## config.mk

```make
export PLATFORM = sky130hd
export DESIGN_NAME = banked_stream_buffer_flat
export DESIGN_NICKNAME = d
export VERILOG_FILES = /design/src/rtl/banked_stream_buffer_if.sv /design/src/rtl/banked_stream_buffer.sv /design/src/flat_wrapper.sv
export SDC_FILE = /design/constraint.sdc
export NUM_CORES = 2
export LEC_CHECK = 0
export CAP_MARGIN = 30
export CORE_UTILIZATION = 40
export DETAILED_ROUTE_END_ITERATION = 12
export PLACE_DENSITY = 0.54
export SLEW_MARGIN = 10
export SYNTH_ARGS = -nofsm -noshare
export SYNTH_HDL_FRONTEND = slang
export SYNTH_SLANG_ARGS = --single-unit
```

## constraint.sdc

```tcl
create_clock -name clk -period 6.4 [get_ports clk]
set_input_delay 1.28 -clock clk [delete_from_list [all_inputs] [get_ports clk]]
set_output_delay 1.28 -clock clk [all_outputs]
set_load 0.005 [all_outputs]
```

## src/rtl/banked_stream_buffer_if.sv

```systemverilog
// banked_stream_buffer_if: writer stream and reader bank-access signals of the banked sample buffer
interface banked_stream_buffer_if #(
  parameter int no_banks = 8,
  parameter int word_width = 16,
  parameter int address_width = 5
);
  localparam int bank_bits = $clog2(no_banks);
  localparam int count_bits = $clog2(no_banks + 1);
  logic wr_valid;
  logic [word_width-1:0] wr_data;
  logic wr_ready;
  logic [bank_bits-1:0] wr_bank;
  logic rd_en;
  logic [address_width-1:0] rd_address;
  logic rd_release;
  logic [word_width-1:0] rd_data;
  logic rd_data_valid;
  logic rd_bank_active;
  logic [bank_bits-1:0] rd_bank;
  logic [count_bits-1:0] full_count;
  logic [15:0] drop_count;
  modport master (
    output wr_valid, wr_data, rd_en, rd_address, rd_release,
    input wr_ready, wr_bank, rd_data, rd_data_valid, rd_bank_active, rd_bank, full_count, drop_count
  );
  modport slave (
    input wr_valid, wr_data, rd_en, rd_address, rd_release,
    output wr_ready, wr_bank, rd_data, rd_data_valid, rd_bank_active, rd_bank, full_count, drop_count
  );
endinterface

```

## src/rtl/banked_stream_buffer.sv

```systemverilog
// banked_stream_buffer: banks filled sequentially by the writer, then handed in fill order to a random-access reader
module banked_stream_buffer #(
  parameter int no_banks = 8,
  parameter int word_width = 16,
  parameter int address_width = 5
) (
  input logic clk,
  input logic rst_n,
  banked_stream_buffer_if.slave bus
);
  localparam int bank_bits = $clog2(no_banks);
  localparam int count_bits = $clog2(no_banks + 1);
  localparam int depth = 2 ** address_width;
  typedef enum logic [1:0] {free_s, full_s, reading_s} bank_state_t;
  typedef enum logic {idle_s, active_s} rd_state_t;
  bank_state_t status [no_banks];
  rd_state_t rd_state;
  logic [word_width-1:0] mem [no_banks][depth];
  logic [bank_bits-1:0] wr_bank, rd_bank;
  logic [address_width-1:0] wr_addr;
  logic [count_bits-1:0] full_count;
  logic [15:0] drop_count;
  logic [word_width-1:0] rd_data;
  logic rd_data_valid;
  logic wr_fire, wr_last, acquire, release_bank, rd_fire;

  // explicit wrap so non-power-of-two bank counts return to bank 0
  function automatic logic [bank_bits-1:0] next_bank(input logic [bank_bits-1:0] b);
    return (b == bank_bits'(no_banks - 1)) ? '0 : b + 1'b1;
  endfunction

  assign bus.wr_ready = status[wr_bank] == free_s;
  assign wr_fire = bus.wr_valid && bus.wr_ready;
  assign wr_last = wr_fire && &wr_addr;
  assign acquire = rd_state == idle_s && status[rd_bank] == full_s;
  assign release_bank = rd_state == active_s && bus.rd_release;
  assign rd_fire = rd_state == active_s && bus.rd_en;
  assign bus.wr_bank = wr_bank;
  assign bus.rd_bank = rd_bank;
  assign bus.rd_bank_active = rd_state == active_s;
  assign bus.full_count = full_count;
  assign bus.drop_count = drop_count;
  assign bus.rd_data = rd_data;
  assign bus.rd_data_valid = rd_data_valid;

  always_ff @(posedge clk)
    if (wr_fire) mem[wr_bank][wr_addr] <= bus.wr_data;

  always_ff @(posedge clk or negedge rst_n)
    if (!rst_n) begin
      for (int i = 0; i < no_banks; i++) status[i] <= free_s;
      rd_state <= idle_s;
      wr_bank <= '0;
      rd_bank <= '0;
      wr_addr <= '0;
      full_count <= '0;
      drop_count <= '0;
      rd_data <= '0;
      rd_data_valid <= 1'b0;
    end else begin
      if (wr_fire) wr_addr <= wr_addr + 1'b1;
      if (wr_last) begin
        status[wr_bank] <= full_s;
        wr_bank <= next_bank(wr_bank);
      end
      if (bus.wr_valid && !bus.wr_ready && drop_count != '1) drop_count <= drop_count + 1'b1;
      // writer and reader always address different banks, so both status updates may land together
      if (acquire) begin
        status[rd_bank] <= reading_s;
        rd_state <= active_s;
      end
      if (release_bank) begin
        status[rd_bank] <= free_s;
        rd_bank <= next_bank(rd_bank);
        rd_state <= idle_s;
      end
      full_count <= full_count + count_bits'(wr_last) - count_bits'(acquire);
      rd_data_valid <= rd_fire;
      if (rd_fire) rd_data <= mem[rd_bank][bus.rd_address];
    end
endmodule
```

## src/flat_wrapper.sv

```systemverilog
// flat-port wrapper written by rule: the top's interface ports become plain ports
module banked_stream_buffer_flat 
#(
  parameter int no_banks = 8,
  parameter int word_width = 16,
  parameter int address_width = 5
)
  (clk, rst_n, bus_wr_valid, bus_wr_data, bus_rd_en, bus_rd_address, bus_rd_release, bus_wr_ready, bus_wr_bank, bus_rd_data, bus_rd_data_valid, bus_rd_bank_active, bus_rd_bank, bus_full_count, bus_drop_count);
  banked_stream_buffer_if #(.no_banks(no_banks), .word_width(word_width), .address_width(address_width)) bus_i ();
  input logic clk;
  input logic rst_n;
  input wire logic [$bits(bus_i.wr_valid)-1:0] bus_wr_valid;
  input wire logic [$bits(bus_i.wr_data)-1:0] bus_wr_data;
  input wire logic [$bits(bus_i.rd_en)-1:0] bus_rd_en;
  input wire logic [$bits(bus_i.rd_address)-1:0] bus_rd_address;
  input wire logic [$bits(bus_i.rd_release)-1:0] bus_rd_release;
  output wire logic [$bits(bus_i.wr_ready)-1:0] bus_wr_ready;
  output wire logic [$bits(bus_i.wr_bank)-1:0] bus_wr_bank;
  output wire logic [$bits(bus_i.rd_data)-1:0] bus_rd_data;
  output wire logic [$bits(bus_i.rd_data_valid)-1:0] bus_rd_data_valid;
  output wire logic [$bits(bus_i.rd_bank_active)-1:0] bus_rd_bank_active;
  output wire logic [$bits(bus_i.rd_bank)-1:0] bus_rd_bank;
  output wire logic [$bits(bus_i.full_count)-1:0] bus_full_count;
  output wire logic [$bits(bus_i.drop_count)-1:0] bus_drop_count;
  assign bus_i.wr_valid = bus_wr_valid;
  assign bus_i.wr_data = bus_wr_data;
  assign bus_i.rd_en = bus_rd_en;
  assign bus_i.rd_address = bus_rd_address;
  assign bus_i.rd_release = bus_rd_release;
  assign bus_wr_ready = bus_i.wr_ready;
  assign bus_wr_bank = bus_i.wr_bank;
  assign bus_rd_data = bus_i.rd_data;
  assign bus_rd_data_valid = bus_i.rd_data_valid;
  assign bus_rd_bank_active = bus_i.rd_bank_active;
  assign bus_rd_bank = bus_i.rd_bank;
  assign bus_full_count = bus_i.full_count;
  assign bus_drop_count = bus_i.drop_count;
  banked_stream_buffer #(.no_banks(no_banks), .word_width(word_width), .address_width(address_width)) u_core (.clk(clk), .rst_n(rst_n), .bus(bus_i));
endmodule
```

==> summary.md <==
| Metric | Value |
|---|---|
| Status | completed |
| Routed length on met3 | 65550 um |
| Gp weighted congestion | 0.9329 |
| Synthesized area | 0.1624 mm2 |
| Leakage | 62.10 nW |
| FP Rows | 233 |
| Mapped Avg Cell Area | 17.55 um2 |
| Metal-1 WL | 230000 um |
| Area growth from synthesis to layout | 14.53% |
| Register area share after synthesis | 76.72% |
| MaxCap Viol Count | 0 |
| Capture point of the worst reg-to-reg path | u_core.bus.rd_data[1]$_DFFE_PN0P_ |
| Final clock skew | 67.79 ps |
| Reg2reg path depth | 12 |
| VDD IR-drop max | 237.2 uV |
| CTS Buf Count | 424 |
| Share of layout cells above drive strength 1 | 18.70% |
| Worst Path Buf+Inv | 2 |
| FILL cells | 34.40k |
| Period utilization | 82.97% |
| Port Buf Inserts | 70 |
| CP Capture Type | output port |
| Setup tns final | 0 ps |
| Post-route DRC | 0 |
| Unrepaired setup endpoints after global routing | no |
| CTS Root Cell | clkbuf_16 |
| Min-delay worst type | in -> async |
| Flops & latches, synth | 4161 |
| Initial antenna violation count | 41 |
| Worst Tran Pin Value | 1340 ps |
| H-tree Lvls | 5 |
| Top Ports | 71 |
| CTS Sinks | 4161 |
| Detailed Place HPWL | 351500 um |
| Commonest non-fill, non-tap cell in the layout | edfxtp_1 |
| Area occupied by multi-input gates | 0.03431 mm2 |
| Fmax | 188.3 MHz |
| WL final | 594000 um |
| # setup viols final | 0 |
| Hold_buf cts | 0 |
| FF/Latch Area | 0.1246 mm2 |
| TritonRoute pass-1 iters | 6 |
| Post-synth ARST share | 1.562% |
| Die ar. | 0.4086 mm2 |
| Placed insts | 14.67k |
| Core area | 0.4035 mm2 |
| Commonest non-fill, non-tap cells in the layout | 4096 x edfxtp_1, 507 x mux2i_1, 503 x buf_4 |
| Die width | 639.3 um |
| Worst-path cell chain | or3_4 -> o22ai_1 -> a211oi_1 -> nand3_1 -> inv_1 -> clkdlybuf4s50_1 |
| Routed len/inst | 38.33 um |
| Total track usage | 28.29% |
| CTS tree | built |
| Highest routed layer | met5 |
| Post-route ant nets | 0 |
| CP max stage cell | dfrtp_1 |
| Ys flop type | edfxtp_1 |
| Flop2flop setup slack | 1170 ps |
| Worst Setup SP | u_core.bus.wr_bank[0]$_DFFE_PN0N_ |
| Met2 wire length | 265200 um |
| Post-synth top area share | 75.72% |
| Pin count of the biggest net entering global routing | 149 |
| Gr ovfl total | 0 |
| Vias/cell | 6.356 |
| Slew margin rel. | 10.69% |
| Clock period minus worst slack | 5310 ps |
| Initial Util | 40.26% |
| NumNets Final | 9750 |
| Tot Pwr | 55.72 mW |
| PwrDens | 299.5 mW/mm2 |
| CP Launch Type | flip-flop |
| Worst EP arrival | 4030 ps |
| Worst-skew pair later-pin latency | 1020 ps |
| Max stage delay on crit path | 760 ps |
| First-pass GRT wire length | 802100 um |
| Family with the most delay on the worst path | simple AND/OR/NAND/NOR gates |
| Crit Reg-Reg Startpoint | u_core.bus.rd_bank[2]$_DFFE_PN0P_ |
| Top post-synthesis cells by area | edfxtp_1 76%, mux2i_1 3.1%, mux2_2 2.6%, mux4_2 1.9%, a221oi_1 1.8% |
| Final count of hold timing violations | 0 |
| Post-synth EDFFs | 4096 |
| Vias in the first global route | 93.46k |
| Post-CTS Resized | 0 |
| Critical path class | reg -> out |
| Layout Cells excl Fill | 15.49k |
| Syn_nets | 9296 |
| Die Ht | 639.3 um |
| Clock-pin slew on the worst setup and hold paths | 60 ps |
| Ys Warns | 0 |
| Count of cell types in the netlist | 90 |
| Drt first-iter violations | 15.59k |
| Syn Inst Count | 9255 |
| DR vias | 98.48k |
| Clock Tree Buf Depth | 4 |
| Final Max Tran Viols | 0 |
| CP max FO | 18 |
| Setup bufs post-CTS | 0 |
| Dominant cell type by area after synthesis | edfxtp_1 |
| CP required | 5120 ps |
==> stage by stage <==
stage	util (%)	cell area, um2	hold slack, ps	setup slack (ps)
6_report	46.11	186000	111.1	1090
5_1_grt	46.09	186000	100.3	1083
4_1_cts	46.03	185700	59.23	1155
3_5_place_dp	42.68	172200	487.9	1162
3_3_place_gp	42.49	171400	482.7	735.2
2_1_floorplan	-	162400	479.9	3114
==> registers in the layout, summed over array words and instances, names as in the netlist <==
signal / flops
u_core.bus.rd_data: 16
u_core.status: 16
u_core.mem: 4096
u_core.bus.wr_bank: 3
u_core.bus.rd_bank: 3
u_core.wr_addr: 5
u_core.bus.rd_data_valid: 1
u_core.bus.rd_bank_active: 1
u_core.bus.drop_count: 16
u_core.bus.full_count: 4
==> kinds of logic (layout without fill, tap and decap cells) <==
kind of cell	after synthesis	after routing	share of synthesized area [%]
simple gates	1144	1144	3.083
xor+xnor	21	21	0.1132
buf+inv	690	1493	2.370
other cells	0	31	0
flops	4161	4161	76.72
compound gates	2203	2203	9.933
fa+ha+maj	15	15	0.1202
mux	1021	1021	7.658
==> metal layers <==
layer	up-vias	GRT usage, %
met2	6504	42.97
met4	14	13.35
met5	-	0
met1	51880	38.38
met3	1251	6.798
li1	38830	-
==> how the worst max path moves through the flow <==
| stage | endpoint | slack [ps] | depth (start not counted) |
|---|---|---|---|
| after floorplan | u_core.mem[0][224]$_DFFE_PP_ | 3110 | 6 |
| after global placement | u_core.bus.rd_data[2]$_DFFE_PN0P_ | 740 | 5 |
| after detailed placement | u_core.bus.rd_data[4]$_DFFE_PN0P_ | 1160 | 8 |
| after CTS | bus_wr_ready | 1160 | 6 |
| after global routing | bus_wr_ready | 1080 | 6 |
| final | bus_wr_ready | 1090 | 6 |
==> where the power goes <==
part / leakage [nW] / internal, mW / switching [mW]
registers: 37.6 / 29.9 / 0.0255
logic: 17.9 / 0.245 / 1.09
clock network: 6.59 / 13.8 / 10.6
total: 62.1 / 44.0 / 11.8
==> cell type report <==
class	count	share of cell area (%)
inverter	25	0.06322
tap	5405	3.635
timing repair buffer	693	3.567
sequential	4161	67.00
clock buffer	510	5.933
antenna	31	0.04170
clock inverter	265	1.322
multi-input combinational	4404	18.44
==> synthesized netlist by cell type (42+ instances only) <==
master and instances:
buf_1 53, o21ai_0 291, a22o_1 54, a22oi_1 319, nor2_1 484, a211oi_1 81, mux2i_1 507, nand3_1 91
nand2_1 367, o2bb2ai_1 137, dfrtp_1 65, mux4_2 140, buf_6 53, clkbuf_1 182, a221oi_1 334, buf_4 120
a221o_1 128, nand4_1 42, mux2_2 374, o221ai_1 52, buf_2 249, o211ai_1 91, a21oi_1 403, edfxtp_1 4096
No activity file was read; power rests on OpenSTA's default activity.
